--- config.mk ---
export PLATFORM = sky130hd
export DESIGN_NAME = lock_sequencer
export DESIGN_NICKNAME = d
export VERILOG_FILES = /design/src/rtl/lock_sequencer_pkg.sv /design/src/rtl/sec_timer.sv /design/src/rtl/lock_sequencer.sv
export SDC_FILE = /design/constraint.sdc
export NUM_CORES = 1
export LEC_CHECK = 0
export BUFFER_PORTS_ARGS = -buffer_cell sky130_fd_sc_hd__buf_2
export CAP_MARGIN = 20
export CORE_MARGIN = 2
export CORE_UTILIZATION = 58
export DETAILED_ROUTE_END_ITERATION = 6
export PLACE_DENSITY_LB_ADDON = 0.3
export SYNTH_ARGS = -nofsm -noshare
export SYNTH_HDL_FRONTEND = slang
export SYNTH_SLANG_ARGS = --single-unit
--- constraint.sdc ---
create_clock -name clk -period 4.38 [get_ports clk]
set_input_delay 1.095 -clock clk [delete_from_list [all_inputs] [get_ports clk]]
set_output_delay 1.095 -clock clk [all_outputs]
set_load 0.01 [all_outputs]
--- src/rtl/lock_sequencer_pkg.sv ---
// Shared definitions for the keypad lock mode controller: state encoding
// and the width of the second-resolution timers.
package lock_sequencer_pkg;

   localparam int TIMER_W = 4;

   typedef enum logic [2:0] {
      ST_IDLE    = 3'd0,
      ST_SET     = 3'd1,
      ST_VERIFY  = 3'd2,
      ST_CHECK   = 3'd3,
      ST_OPEN    = 3'd4,
      ST_LOCKOUT = 3'd5
   } state_e;

endpackage

--- src/rtl/sec_timer.sv ---
// Loadable down-counter stepped by the timing tick. A load always wins over
// a tick in the same cycle; the count holds at zero instead of wrapping.
module sec_timer
   import lock_sequencer_pkg::*;
(
   input  logic               clk,
   input  logic               rst,
   input  logic               load,
   input  logic [TIMER_W-1:0] load_val,
   input  logic               tick,
   output logic [TIMER_W-1:0] count,
   output logic               zero
);

   logic [TIMER_W-1:0] cnt_q;
   logic [TIMER_W-1:0] cnt_d;

   // Next count: load has priority, otherwise step down on tick until zero.
   always_comb begin
      cnt_d = cnt_q;
      if (load) begin
         cnt_d = load_val;
      end else if (tick && (cnt_q != '0)) begin
         cnt_d = cnt_q - TIMER_W'(1);
      end
   end

   // Count register.
   always_ff @(posedge clk or posedge rst) begin
      if (rst) begin
         cnt_q <= '0;
      end else begin
         cnt_q <= cnt_d;
      end
   end

   assign count = cnt_q;
   assign zero  = (cnt_q == '0);

endmodule

--- src/rtl/lock_sequencer.sv ---
// Mode controller for the keypad password lock. Routes the keypad to the
// set or verify path, counts consecutive failed verifies, enforces a timed
// lockout with alarm, and holds the lock open for a fixed time.
module lock_sequencer
   import lock_sequencer_pkg::*;
#(
   parameter int unsigned MAX_FAILS     = 3,
   parameter int unsigned LOCK_SECS     = 9,
   parameter int unsigned UNLOCK_SECS   = 5,
   parameter int unsigned ENTRY_TIMEOUT = 10
) (
   input  logic       clk,
   input  logic       rst,
   input  logic       tick,
   input  logic       key_valid,
   input  logic       set_btn,
   input  logic       verify_btn,
   input  logic       cmp_true,
   input  logic       cmp_false,
   input  logic       set_done,
   output logic       set_en,
   output logic       verify_en,
   output logic       clear_entry,
   output logic       unlocked,
   output logic       alarm,
   output logic [2:0] fail_cnt,
   output logic [3:0] cnt_down,
   output logic [2:0] state_o
);

   state_e state_q, state_d;
   logic [2:0] fail_cnt_q, fail_cnt_d;
   logic       result_q, result_d;
   logic       clear_q, clear_d;
   logic       set_en_q, set_en_d;
   logic       verify_en_q, verify_en_d;
   logic       unlocked_q, unlocked_d;
   logic       alarm_q, alarm_d;

   // Inactivity timer (SET/VERIFY) and hold timer (OPEN/LOCKOUT).
   logic               entry_active, entry_load, entry_tick, entry_zero, entry_expire;
   logic [TIMER_W-1:0] entry_cnt;
   logic               hold_active, hold_load, hold_tick, hold_zero, hold_expire;
   logic [TIMER_W-1:0] hold_cnt, hold_val;

   assign entry_active = (state_q == ST_SET) || (state_q == ST_VERIFY);
   assign hold_active  = (state_q == ST_OPEN) || (state_q == ST_LOCKOUT);

   // Entry timer reloads when an entry starts and on every key press.
   assign entry_load   = ((state_q == ST_IDLE) && (state_d != ST_IDLE)) ||
                         (entry_active && key_valid);
   assign entry_tick   = tick && entry_active;
   // The tick that takes the count from 1 to 0 ends the entry, unless a key
   // press in the same cycle reloads it.
   assign entry_expire = entry_tick && !key_valid && (entry_cnt == TIMER_W'(1));

   // Hold timer is loaded when CHECK hands over to OPEN or LOCKOUT.
   assign hold_load    = (state_q == ST_CHECK) && (state_d != ST_IDLE);
   assign hold_val     = (state_d == ST_OPEN) ? TIMER_W'(UNLOCK_SECS) : TIMER_W'(LOCK_SECS);
   assign hold_tick    = tick && hold_active;
   assign hold_expire  = hold_tick && (hold_cnt == TIMER_W'(1));

   sec_timer u_entry_timer (
      .clk      (clk),
      .rst      (rst),
      .load     (entry_load),
      .load_val (TIMER_W'(ENTRY_TIMEOUT)),
      .tick     (entry_tick),
      .count    (entry_cnt),
      .zero     (entry_zero)
   );

   sec_timer u_hold_timer (
      .clk      (clk),
      .rst      (rst),
      .load     (hold_load),
      .load_val (hold_val),
      .tick     (hold_tick),
      .count    (hold_cnt),
      .zero     (hold_zero)
   );

   // Next-state, failure bookkeeping and next values of the registered outputs.
   // A zero timer in an active state is treated as expired so the FSM can
   // never stall there.
   always_comb begin
      state_d    = state_q;
      fail_cnt_d = fail_cnt_q;
      result_d   = result_q;
      clear_d    = 1'b0;
      case (state_q)
         ST_IDLE: begin
            if (verify_btn) begin
               state_d = ST_VERIFY;
               clear_d = 1'b1;
            end else if (set_btn) begin
               state_d = ST_SET;
               clear_d = 1'b1;
            end
         end
         ST_SET: begin
            if (set_done) begin
               state_d    = ST_IDLE;
               fail_cnt_d = '0;
            end else if (entry_expire || entry_zero) begin
               state_d = ST_IDLE;
               clear_d = 1'b1;
            end
         end
         ST_VERIFY: begin
            if (cmp_true || cmp_false) begin
               state_d  = ST_CHECK;
               // Both pulses together is illegal; fail safe.
               result_d = cmp_true && !cmp_false;
            end else if (entry_expire || entry_zero) begin
               state_d = ST_IDLE;
               clear_d = 1'b1;
            end
         end
         ST_CHECK: begin
            clear_d = 1'b1;
            if (result_q) begin
               state_d    = ST_OPEN;
               fail_cnt_d = '0;
            end else begin
               fail_cnt_d = (fail_cnt_q >= 3'(MAX_FAILS)) ? 3'(MAX_FAILS)
                                                          : fail_cnt_q + 3'd1;
               state_d    = (fail_cnt_d == 3'(MAX_FAILS)) ? ST_LOCKOUT : ST_IDLE;
            end
         end
         ST_OPEN: begin
            if (hold_expire || hold_zero) begin
               state_d = ST_IDLE;
            end
         end
         ST_LOCKOUT: begin
            if (hold_expire || hold_zero) begin
               state_d    = ST_IDLE;
               fail_cnt_d = '0;
            end
         end
         default: begin
            state_d    = ST_IDLE;
            fail_cnt_d = '0;
         end
      endcase
      set_en_d    = (state_d == ST_SET);
      verify_en_d = (state_d == ST_VERIFY);
      unlocked_d  = (state_d == ST_OPEN);
      alarm_d     = (state_d == ST_LOCKOUT);
   end

   // State, failure count, latched compare result and registered outputs.
   always_ff @(posedge clk or posedge rst) begin
      if (rst) begin
         state_q     <= ST_IDLE;
         fail_cnt_q  <= '0;
         result_q    <= 1'b0;
         clear_q     <= 1'b0;
         set_en_q    <= 1'b0;
         verify_en_q <= 1'b0;
         unlocked_q  <= 1'b0;
         alarm_q     <= 1'b0;
      end else begin
         state_q     <= state_d;
         fail_cnt_q  <= fail_cnt_d;
         result_q    <= result_d;
         clear_q     <= clear_d;
         set_en_q    <= set_en_d;
         verify_en_q <= verify_en_d;
         unlocked_q  <= unlocked_d;
         alarm_q     <= alarm_d;
      end
   end

   // Countdown display shows whichever timer belongs to the current state.
   always_comb begin
      cnt_down = '0;
      case (state_q)
         ST_SET, ST_VERIFY:  cnt_down = entry_cnt;
         ST_OPEN, ST_LOCKOUT: cnt_down = hold_cnt;
         default:            cnt_down = '0;
      endcase
   end

   assign set_en      = set_en_q;
   assign verify_en   = verify_en_q;
   assign clear_entry = clear_q;
   assign unlocked    = unlocked_q;
   assign alarm       = alarm_q;
   assign fail_cnt    = fail_cnt_q;
   assign state_o     = state_q;

endmodule
# After elaboration in Yosys (flattened, before gate mapping)
# Index checks and enable logic that the tools add are counted.
dict set report classes {
  add_sub_neg 3
  multipliers 0
  div_mod_pow 0
  magnitude_cmp 1
  eq_ne 14
  shifts 0
  muxes 26
  n_bitwise 1
  reduce_logical 32
}
# op count
set ops {}
lappend ops {{3-bit two-way mux} 12}
lappend ops {{4-bit two-way mux} 5}
lappend ops {{3-bit case mux with 5 select lines} 1}
lappend ops {{3-bit by 2-bit equality test with 1-bit output, second input constant} 4}
lappend ops {{3-bit equality test, second input constant} 4}
lappend ops {{3-bit case mux with 4 select lines} 1}
lappend ops {{1-bit logical AND} 11}
lappend ops {{4-bit by 1-bit equality test with 1-bit output, second input constant} 2}
lappend ops {{4-bit logical NOT} 2}
lappend ops {{4-bit case mux with 2 select lines} 1}
lappend ops {{4-bit nonzero test} 2}
lappend ops {{4-bit by 1-bit subtractor with 4-bit output, second input constant} 2}
lappend ops {{3-bit by 1-bit equality test with 1-bit output, second input constant} 2}
lappend ops {{1-bit logical OR} 6}
lappend ops {{1-bit two-way mux} 5}
lappend ops {{1-bit case mux with 4 select lines} 1}
lappend ops {{2-bit nonzero test} 2}
lappend ops {{2-bit OR reduction} 2}
lappend ops {{3-bit by 1-bit adder with 3-bit output, second input constant} 1}
lappend ops {{3-bit by 2-bit greater-or-equal comparator with 1-bit output, second input constant} 1}
lappend ops {{3-bit logical NOT} 1}
lappend ops {{3-bit AND reduction} 1}
lappend ops {{3-bit nonzero test} 1}
lappend ops {{3-bit OR reduction} 1}
lappend ops {{other kinds (5)} 6}
dict set report word_totals {
  regBits 20
  latchBits 0
  ram_bits 0
  rom_bits 0
  inputBits 9
  out_inout_bits 15
  wordCells 87
  memories 0
}

# Longest topological paths before layout
dict set report depth {
  depth_word 13
  ltp_mapped 7
  depth_no_buf 7
}

# Cells and area by module
# Synthesis repeated with hierarchy kept, for this count alone.
dict set report hier_totals {
  hier_cells 150
  hier_area_um2 1335.0
}
# mod instances cells_per_inst area_each_um2 seq_area_each_um2
set by_module_without_submodules {}
lappend by_module_without_submodules {lock_sequencer 1 94 812.0 300.3}
lappend by_module_without_submodules {sec_timer 2 28 261.5 100.1}

# Worst setup path after synthesis
# OpenSTA, ideal clock, no wires.
dict set report synth_path {
  path_kind {input-to-reg}
  from {input port key_valid}
  to {register u_entry_timer.cnt_q[1] (netlist: u_entry_timer.count[1])}
  setup_time_ns 0.131
  arrival_ns 2.340
  t_required_ns 4.249
  slack_ns 1.909
  stages 5
  n_path_buf 0
  path_cell_list {nor4b_2 -> nand4_4 -> a31oi_4 -> a41oi_4 -> or3_1}
}
dict set report synth_via {
  elab_chain_len 11
  word_cells_on_any_way 14
  cone_classes {mux: 5; reduce/logical: 9}
}
# item line_no
set synth_lines {}
lappend synth_lines {{start, declared} lock_sequencer.sv:15} ;# input logic key_valid,
lappend synth_lines {{1-bit logical NOT} lock_sequencer.sv:55} ;# assign entry_expire = entry_tick && !key_valid && (entry_cnt == TIMER_W'(1));
lappend synth_lines {{1-bit logical AND (2 in series)} lock_sequencer.sv:55}
lappend synth_lines {{1-bit logical OR} {lock_sequencer.sv:105, lock_sequencer.sv:115}}
lappend synth_lines {{3-bit two-way mux} {lock_sequencer.sv:105, lock_sequencer.sv:115}}
lappend synth_lines {{3-bit two-way mux (on tied branches)} {lock_sequencer.sv:111, lock_sequencer.sv:102}}
lappend synth_lines {{3-bit case mux with 5 select lines} lock_sequencer.sv:91} ;# case (state_q)
lappend synth_lines {{3-bit nonzero test} lock_sequencer.sv:50} ;# assign entry_load = ((state_q == ST_IDLE) && (state_d != ST_IDLE)) ||
lappend synth_lines {{1-bit logical AND} lock_sequencer.sv:50}
lappend synth_lines {{1-bit logical OR *} lock_sequencer.sv:50}
lappend synth_lines {{4-bit two-way mux / 2-bit nonzero test (equally long branches)} --}
lappend synth_lines {{end signal, assigned} sec_timer.sv:33} ;# cnt_q <= cnt_d;
lappend synth_lines {{end, declared} sec_timer.sv:15} ;# logic [TIMER_W-1:0] cnt_q;
# Every way passes the cells marked *; elsewhere a longest branch is shown, timed or not.
# A chain may end at the register's enable or synchronous reset.

# Worst setup path in the final report
dict set report layout_path {
  from {register state_q[0] (netlist: state_o[0])}
  to {output port cnt_down[2]}
}
dict set report layout_via {
  elab_chain_len 3
  word_cells_on_any_way 7
  cone_classes {eq/ne: 4; mux: 1; reduce/logical: 2}
}
# item line_no
set layout_lines {}
lappend layout_lines {{start, declared} lock_sequencer.sv:31} ;# state_e state_q, state_d;
lappend layout_lines {{start signal, assigned} lock_sequencer.sv:165} ;# state_q <= state_d;
lappend layout_lines {{3-bit equality test, or another cell as far along} lock_sequencer.sv:179} ;# case (state_q)
lappend layout_lines {{2-bit OR reduction (on tied branches)} --}
lappend layout_lines {{4-bit case mux with 2 select lines *} lock_sequencer.sv:179}
lappend layout_lines {{end, declared} lock_sequencer.sv:27} ;# output logic [3:0] cnt_down,
# Marks and branches as above.

==> run_results.csv <==
group,metric,value,unit
critical_path,rr_endpoint,"u_entry_timer.count[1]",
critical_path,critical_path.startpoint,"state_o[0]",
drt,drc,0,
sta,relSlewSlack,0.433,
drt,first_pass_iters,4,
clock_network,insertion_delay,300,ps
pwr,p_per_area,698,nW/um^2
layout,diodes,0,
global_routing,grt.total_usage,0.227,
min_path,worstHoldStart,"result_q",
pwr,cellLeakagePower,0.669,nW
clock_network,cts.sinks,20,
critical_path,r2r-start,"fail_cnt[0]",
global_routing,grt_antenna_before_repair,0,
layout,area_delta_synth_final,12.9,%
floorplan,core_area,2000,sq um
clock_network,cts_inserted_buffers,3,
floorplan,die_h,50.7,um
sta,period_needed,2910,ps
min_path,hold_path.class,"reg -> reg",
layout,final_nets,166,
placement,gp_congestion,0.905,
critical_path,critPathKind,"reg -> out",
layout,mostFrequentLayoutCells,"buf_2, dfrtp_1, inv_1",
critical_path,critPathLaunchType,"register",
yosys,postSynthRegisterBits,20,
critical_path,worstPathRequired,3280,ps
sta,rsz0062_at_grt,"no",
clock_network,ctsResizeCount,0,
yosys,async_flop_share,1.00,
yosys,syn_area,1270,sq um
clock_network,cts.clk_slew.worst_paths,110,ps
sta,skew,2.87,ps
placement,place_ws,1690,ps
yosys,ys_seq_area_frac,0.395,
floorplan,die_width,50.7,um
layout,fin_util,0.715,
drt,post_drt_wl_per_cell,14.7,um
critical_path,cp.arrival,1810,ps
yosys,avgSynthCellArea,10.1,sq um
global_routing,grt_pass1_wl,4310,um
yosys,ys_types,45,
outcome,outcome,"complete, no violations",
floorplan,dieArea,2580,sq um
drt,vias_per_cell,5.80,
sta,fin_ws,1470,ps
clock_network,post_cts_buffers,0,
layout,drive_gt1_frac,0.248,
global_routing,grt_pass1_vias,989,
clock_network,cts_buffer_depth,2,
min_path,whs_path_depth,2,
drt,drtIter0Drc,11,
global_routing,grt-ovfl-total,0,
placement,numPortBuffers,23,
clock_network,htreeDepth,1,
floorplan,pin_count,24,
sta,slew_violations,0,
sta,worstMarginPinSlew,828,ps
clock_network,cts_root_buf,"clkbuf_4",
min_path,hold_end,"result_q",
yosys,syn_nets,141,
critical_path,rr_worst_depth,7,
drt,wl,2580,um
yosys,synth_edf_count,0,
yosys,synthesis.instances,125,
sta,setup_violations,0,
clock_network,cts_hold_buf,0,
sta,finalHoldViolCount,0,
yosys,ys.flop_type,"dfrtp_1",
floorplan,fp-row-count,16,
drt,vias,1021,
sta,fin_crit_sh,0.664,
critical_path,endpoint_kind,"output pin",
sta,fmax,344,MHz
flow_run,cap_violations,0,
yosys,yosys_warnings,0,
drt,ant_nets,0,
floorplan,initial_core_util,0.633,
clock_network,cts_tree,"yes",
critical_path,rrSetupSlack,1980,ps
pwr,vdd_drop_max,0.000376,V
placement,hpwlAfterDp,2010,um
sta,tns,0,ps
global_routing,grt_max_degree,21,
critical_path,critical_path_peak_fanout,13,
layout,layout_commonest_cell,"buf_2",
[power by group]
part	total (mW)	internal (mW)	switching, mW
Combinational	0.536	0.231	0.304
Sequential	0.358	0.257	0.101
Clock	0.106	0.0508	0.0555
Total	0.999	0.539	0.461
[final cells by class]
class                      count  area [sq um]
inverter                      16          60.1
multi-input combinational     86           686
sequential                    20           500
fill                         159           571
timing repair buffer          23           115
clock buffer                   4          36.3
tap                           27          33.8
[Yosys cell counts (2+ instances only)]
master / instances / share of area
nand2_1: 7 / 0.021
o21ai_0: 4 / 0.016
a31oi_4: 2 / 0.034
a2111oi_0: 2 / 0.014
dfrtp_1: 20 / 0.39
ha_1: 7 / 0.069
nor2_1: 7 / 0.021
o32ai_1: 2 / 0.014
nand2b_1: 2 / 0.0099
xor2_1: 3 / 0.021
inv_1: 16 / 0.047
nor3_1: 4 / 0.016
buf_2: 2 / 0.0079
a21oi_1: 8 / 0.032
nand4_1: 2 / 0.0099
xnor2_1: 3 / 0.021
or3_1: 3 / 0.015
a22o_1: 3 / 0.021
nand3b_1: 2 / 0.012
[metrics by stage]
stage	hold WS, ps	std cells	power [mW]	instance area (sq um)
finish	588	176	0.999	1430
global route	648	176	1.08	1430
CTS	580	176	1.00	1430
detailed placement	555	172	0.893	1400
global placement	537	172	0.869	1400
floorplan	507	125	0.749	1270
[worst max-delay path by stage]
stage               slack, ps  depth (start not counted)                endpoint
detailed placement       1690                          6  u_entry_timer.count[1]
floorplan                1910                          5  u_entry_timer.count[1]
global route             1390                          4             cnt_down[3]
finish                   1470                          4             cnt_down[2]
CTS                      1480                          4             cnt_down[2]
global placement         1760                          6  u_entry_timer.count[1]
[flip-flops by register name, summed over array words and instances (netlist names)]
signal               count
result_q                 1
verify_en                1
clear_entry              1
set_en                   1
fail_cnt                 3
unlocked                 1
state_o                  3
u_hold_timer.count       4
alarm                    1
u_entry_timer.count      4
[layer usage]
metal	wire length, um	GRT usage	vias up
met4	59	0.108	0
met2	1240	0.388	25
met3	90	0.0268	7
met5	0	0	-
li1	-	-	499
met1	1190	0.283	490
[worst max-delay path, stage by stage, from the launching register on]
cell and delay [ps]:
dfrtp_1 630, xor2_2 340, and2_1 250, a22o_1 160, buf_2 130
[cell families (layout without fill, tap and decap cells)]
kind of cell             count (synthesis)  in the layout  share of synthesized area
AO/OA/AOI/OAI                           34             34                      0.230
buffers and inverters                   19             43                     0.0642
AND/OR/NAND/NOR                         37             37                      0.179
adder cells (fa/ha/maj)                  7              7                     0.0691
XOR/XNOR                                 7              7                     0.0543
multiplexers                             1              1                    0.00888
flip-flops                              20             20                      0.395
No activity file was read; power rests on OpenSTA's default activity.
